File: config.mk
export PLATFORM = sky130hd
export DESIGN_NAME = mmio_io_responder
export DESIGN_NICKNAME = d
export VERILOG_FILES = /design/src/rtl/mmio_io_responder.sv
export SDC_FILE = /design/constraint.sdc
export NUM_CORES = 1
export LEC_CHECK = 0
export BUFFER_PORTS_ARGS = -buffer_cell sky130_fd_sc_hd__buf_2
export CAP_MARGIN = 25
export CORE_MARGIN = 10
export CORE_UTILIZATION = 45
export DETAILED_ROUTE_END_ITERATION = 8
export PLACE_DENSITY = 0.7
export SLEW_MARGIN = 20
export SYNTH_ARGS = -nofsm -noshare
export SYNTH_HDL_FRONTEND = slang
export SYNTH_SLANG_ARGS = --single-unit
File: constraint.sdc
create_clock -name clk -period 3.9 [get_ports clk]
set_input_delay 0.78 -clock clk [delete_from_list [all_inputs] [get_ports clk]]
set_output_delay 0.78 -clock clk [all_outputs]
set_load 0.05 [all_outputs]
File: src/rtl/mmio_io_responder.sv
// Memory-mapped I/O responder: switch capture on btnR, LED commit on btnL, pollable ready flags.
// Optional button debounce is enabled by defining MMIO_IO_DEBOUNCE_EN; otherwise buttons use the 2-FF synchroniser only.
module mmio_io_responder #(
  parameter int DEBOUNCE_CYCLES = 1_000_000,
  parameter int SW_W            = 16,
  parameter int LED_W           = 12
) (
  input  logic             clk,
  input  logic             reset,
  input  logic             pRead,
  input  logic             pWrite,
  input  logic [1:0]       addr,
  input  logic [LED_W-1:0] pWriteData,
  output logic [31:0]      pReadData,
  input  logic             buttonL,
  input  logic             buttonR,
  input  logic [SW_W-1:0]  switch,
  output logic [LED_W-1:0] led
);

  localparam logic [1:0] ADDR_STATUS  = 2'b00;
  localparam logic [1:0] ADDR_LEDDATA = 2'b01;
  localparam logic [1:0] ADDR_SWDATA  = 2'b10;

  // Button vectors: bit 0 is L, bit 1 is R.
  logic [1:0]      btn_s1_q, btn_s2_q;
  logic [SW_W-1:0] sw_s1_q, sw_s2_q;
  logic [1:0]      btn_acc;
  logic [1:0]      prev_q, prev_d;
  logic [1:0]      armed_q, armed_d;
  logic [1:0]      settle_q, settle_d;
  logic [1:0]      rise;

  logic [LED_W-1:0] led_buf_q, led_buf_d;
  logic [LED_W-1:0] led_q, led_d;
  logic [SW_W-1:0]  sw_latch_q, sw_latch_d;
  logic             sw_ready_q, sw_ready_d;
  logic             led_ready_q, led_ready_d;

  logic wr_led, rd_sw;

  always_ff @(posedge clk or posedge reset) begin
    if (reset) begin
      btn_s1_q <= '0;
      btn_s2_q <= '0;
      sw_s1_q  <= '0;
      sw_s2_q  <= '0;
    end else begin
      btn_s1_q <= {buttonR, buttonL};
      btn_s2_q <= btn_s1_q;
      sw_s1_q  <= switch;
      sw_s2_q  <= sw_s1_q;
    end
  end

`ifdef MMIO_IO_DEBOUNCE_EN
  localparam int CNT_W = $clog2(DEBOUNCE_CYCLES + 1);
  localparam logic [CNT_W-1:0] CNT_LAST = CNT_W'(DEBOUNCE_CYCLES - 1);

  logic [1:0][CNT_W-1:0] cnt_q, cnt_d;
  logic [1:0]            acc_q, acc_d;

  // The counter tracks consecutive samples disagreeing with the accepted level;
  // agreement restarts it, and the >= guard keeps it from ever wrapping.
  always_comb begin
    cnt_d = cnt_q;
    acc_d = acc_q;
    for (int i = 0; i < 2; i++) begin
      if (btn_s2_q[i] == acc_q[i]) begin
        cnt_d[i] = '0;
      end else if (cnt_q[i] >= CNT_LAST) begin
        acc_d[i] = btn_s2_q[i];
        cnt_d[i] = '0;
      end else begin
        cnt_d[i] = cnt_q[i] + 1'b1;
      end
    end
  end

  always_ff @(posedge clk or posedge reset) begin
    if (reset) begin
      cnt_q <= '0;
      acc_q <= '0;
    end else begin
      cnt_q <= cnt_d;
      acc_q <= acc_d;
    end
  end

  assign btn_acc = acc_q;
`else
  logic unused_debounce;
  assign unused_debounce = |DEBOUNCE_CYCLES;
  assign btn_acc = btn_s2_q;
`endif

  // A button only arms once the synchroniser has refilled after reset and the
  // button is seen released, so a press held across reset raises no event.
  always_comb begin
    settle_d = {settle_q[0], 1'b1};
    prev_d   = btn_acc;
    armed_d  = armed_q | ({2{settle_q[1]}} & ~btn_s2_q & ~btn_acc);
    rise     = btn_acc & ~prev_q & armed_q;
  end

  assign wr_led = pWrite && (addr == ADDR_LEDDATA);
  assign rd_sw  = pRead && (addr == ADDR_SWDATA);

  // Event assignments come last so a set beats a same-cycle clear, and led
  // always takes the buffer value from before any same-cycle write.
  always_comb begin
    led_buf_d   = led_buf_q;
    led_d       = led_q;
    sw_latch_d  = sw_latch_q;
    sw_ready_d  = sw_ready_q;
    led_ready_d = led_ready_q;
    if (wr_led) begin
      led_buf_d   = pWriteData;
      led_ready_d = 1'b0;
    end
    if (rd_sw) sw_ready_d = 1'b0;
    if (rise[1]) begin
      sw_latch_d = sw_s2_q;
      sw_ready_d = 1'b1;
    end
    if (rise[0]) begin
      led_d       = led_buf_q;
      led_ready_d = 1'b1;
    end
  end

  always_ff @(posedge clk or posedge reset) begin
    if (reset) begin
      prev_q      <= '0;
      armed_q     <= '0;
      settle_q    <= '0;
      led_buf_q   <= '0;
      led_q       <= '0;
      sw_latch_q  <= '0;
      sw_ready_q  <= 1'b0;
      led_ready_q <= 1'b1;
    end else begin
      prev_q      <= prev_d;
      armed_q     <= armed_d;
      settle_q    <= settle_d;
      led_buf_q   <= led_buf_d;
      led_q       <= led_d;
      sw_latch_q  <= sw_latch_d;
      sw_ready_q  <= sw_ready_d;
      led_ready_q <= led_ready_d;
    end
  end

  always_comb begin
    pReadData = '0;
    if (pRead) begin
      case (addr)
        ADDR_STATUS: pReadData[1:0]      = {sw_ready_q, led_ready_q};
        ADDR_SWDATA: pReadData[SW_W-1:0] = sw_latch_q;
        default:     pReadData           = '0;
      endcase
    end
  end

  assign led = led_q;

endmodule

# [Word-level counts from Yosys, hierarchy flattened]
# Cells that the tools add are included.
# Widths: inputs -> output; s select.
[op_classes] bitwise=7 n_reduce_logical=5 mux=7 eq_ne=2
[op_table] op="$mux 16" n=1
[op_table] op="$mux 14" n=1
[op_table] op="$and 2x2->2" n=4
[op_table] op="$mux 1" n=4
[op_table] op="$not 2->2" n=2
[op_table] op="$pmux 2 s2" n=1
[op_table] op="$reduce_bool 2->1" n=2
[op_table] op="$eq 2x1->1 const B" n=1
[op_table] op="$eq 2x2->1 const B" n=1
[op_table] op="$logic_and 1x1->1" n=2
[op_table] op="$logic_not 2->1" n=1
[op_table] op="$or 2x2->2" n=1
[word_totals] input_bits=36 register_bits=84

# [Longest topological paths before layout]
[logic_depth] ltp_word=4 ltp_mapped=4

# [Worst setup path before layout]
# No wires, ideal clock.
[synth_path] path_kind="input-to-output" from="input port addr[0]" to="output port pReadData[10]" cell_stages=3 path_slack_ns=1.447 n_path_buf=1 arrival_ns=1.673 cell_sequence="and3b_2 > clkbuf_1 > and2_1"
[synth_via] elab_chain_len=3
[synth_lines] item="start, declared" line_no="12" text="input logic [1:0] addr,"
[synth_lines] item="$eq 2x2->1" line_no="157" text="case (addr)"
[synth_lines] item="$mux 14" line_no="157"
[synth_lines] item="$mux 16" line_no="156" text="if (pRead) begin"
[synth_lines] item="end, declared" line_no="14" text="output logic [31:0] pReadData,"
# No other way between the ends.

# [Worst setup path after layout]
# Same ends and word-level chain as after synthesis.

==> metrics.txt <==
CTS resizes=0; Fillers=roughly 540; skew final=6.06 ps; CP arrival=approximately 1700 ps; most frequent cells in the layout=dfrtp_1 (83), buf_2 (63), mux2_2 (31); post-route setup slack=1400 ps; initial drt markers=26; CP bufs+invs=2; pwr/cell area=a little over 600 nW/µm²; DR vias=approximately 1500; GPL Wtd Cong=about 0.66; initial antenna violation count=1; DR vias/cell=between 4 and 5; Setup-failing EPs final=0; post-synthesis cell count=179; clock slew at reported path FFs=roughly 80 ps; count of final max-slew check failures=0; Setup Crit Path Kind=in2out; status=finished, final reports clean; Layout area overhead=18.7%; Final nets=~290; DRC viols=0; critical path's top delay family=simple AND/OR/NAND/NOR gates; most common cell after layout, fill and taps aside=dfrtp_1; RSZ-0062 raised after global routing=no; fin crit period=around 2500 ps; Fin Setup TNS=0 ps; CTS Buf Count=9; CP max-delay cell=and3b_2; Die ar.=10200 µm²; ant diodes=0; syn avg cell area=approximately 17 µm²; sequential area share after synthesis=0.709; overflow left after global routing=0; I/O pin total=80; postcts setup bufs=0; # port buffers=63; antenna-violating nets left=0; first-pass GRT wire length=approximately 8000 µm; starting density of the core=0.464; die height=about 100 µm; Post-DP HPWL=between 3000 and 4000 µm; Synth Register Bits=between 80 and 90; Worst setup SP type=input pin; H-tree depth=3; largest net degree at the start of global routing=52; chip width=101 µm; Worst path most repeated cell=buf_2; area of the multi-input gates=732 µm²; pre-CTS setup slack=around 1400 ps; Pre-Repair DR Iteration Count=2; share of cells above drive strength 1=0.486; CTS tree=done; Final Hold Violating Endpoints=0; Mapped Area=2970 µm²; Global Route Usage Sum=0.103; hold buffer count at CTS=0; Crit path required time=3120 ps; Worst IR Drop VDD=about 0.44 mV; Ys Warns=0; Max-slew headroom=0.486; fmax=roughly 400 MHz; Worst-Margin Slew=just under 800 ps; register area=2100 µm²; MaxCap Viol Count=0; core box area=around 6400 µm²; # rows=29; Clock Tree Buf Depth=2; clock sink total=84; vias in the first global route=~1700; root buf cell=clkbuf_8; CP Cell Sequence=buf_2 -> and3b_2 -> and2_1 -> buf_2; leakage power=1.74 nW; R2R Setup Slk=approximately 2500 ps; Netlist cell types=21; post-detailed-routing wire length=~5000 µm; Crit. End Element=primary output; worst skew pair latency=between 300 and 400 ps; period utilisation layout=0.641; CP Max Fanout=15; WL/cell=15.1 µm; worst hold path type=reg2reg; crit-path max cell delay=390 ps
report_power, final:
part           internal (mW)  total, mW  switching [mW]
sequential             0.981       1.03          0.0467
combinational          0.128      0.396           0.267
clock                  0.440      0.725           0.285
total                   1.55       2.15           0.599
kinds of logic (layout without fill, tap and decap cells):
group           count (synthesis)  in the layout  synth area share
compound gates                  4              4           0.00844
buf+inv                        26             85            0.0629
flops                          84             84             0.709
mux                            42             42             0.170
other cells                     2             17           0.00253
simple gates                   21             21            0.0468
through the flow:
stage / util / hold WS [ps] / power [mW] / std cells / instance area [µm²]
6_report: 0.551 / 348 / 2.15 / 330 / 3520
5_1_grt: 0.551 / 360 / 2.25 / 330 / 3520
4_1_cts: 0.551 / 352 / 2.18 / 330 / 3520
3_5_place_dp: 0.514 / 335 / 1.45 / 315 / 3280
3_3_place_gp: 0.514 / 331 / 1.43 / 315 / 3280
2_1_floorplan: - / 331 / 1.36 / 194 / 3020
layout make-up:
type,count,area share
flip-flops and latches,84,0.597
multi-input cells,84,0.208
repair buffers,65,0.0938
clock buffers,11,0.0402
clock inverters,4,0.0277
well taps,77,0.0274
inverters,5,0.00569
cells in the mapped netlist:
master | instances | area share
buf_4 | 17 | 0.043
and3b_1 | 1 | 0.0030
mux2i_1 | 2 | 0.0068
nand3b_2 | 1 | 0.0038
mux2_2 | 31 | 0.12
buf_2 | 1 | 0.0017
o21ai_0 | 2 | 0.0034
buf_12 | 1 | 0.0068
a21o_1 | 2 | 0.0051
mux2_4 | 9 | 0.046
inv_1 | 5 | 0.0063
conb_1 | 2 | 0.0025
and2_1 | 14 | 0.030
buf_6 | 1 | 0.0038
clkbuf_1 | 1 | 0.0013
nand3b_1 | 1 | 0.0025
nor2_1 | 2 | 0.0025
dfstp_2 | 1 | 0.0089
dfrtp_1 | 83 | 0.70
and3b_2 | 1 | 0.0034
nand2b_1 | 1 | 0.0021
final timing paths:
check / cells after the start / endpoint / from
min reg2reg: 0 / sw_s2_q[0] / sw_s1_q[0]
max in group asynchronous: 3 / sw_latch_q[5] / reset
max reg2reg: 2 / led[6] / prev_q[0]
max: 4 / pReadData[10] / addr[0]
min: 0 / sw_s2_q[0] / sw_s1_q[0]
min in group asynchronous: 3 / sw_s1_q[9] / reset
layer usage:
| metal | track usage | vias to the layer above | wire (µm) |
|---|---|---|---|
| li1 | - | 693 | - |
| met2 | 0.158 | 48 | 2420 |
| met1 | 0.115 | 735 | 2020 |
| met3 | 0.0463 | 14 | 424 |
| met5 | 0 | - | 0 |
| met4 | 0.0611 | 0 | 116 |
worst register-to-register path: cells and delay by family (launching register included):
family           cells  cell delay [ps]
DFF                  1              360
muxes                1              460
and+or+nand+nor      1              510
flip-flops by register name, indices dropped and copies added, names as in the netlist:
| name | flops |
|---|---|
| armed_q | 2 |
| btn_acc | 2 |
| btn_s1_q | 2 |
| led | 12 |
| led_buf_q | 12 |
| led_ready_q | 1 |
| prev_q | 2 |
| settle_q | 2 |
| sw_latch_q | 16 |
| sw_ready_q | 1 |
| sw_s1_q | 16 |
| sw_s2_q | 16 |
(Power assumes the default switching activity.)
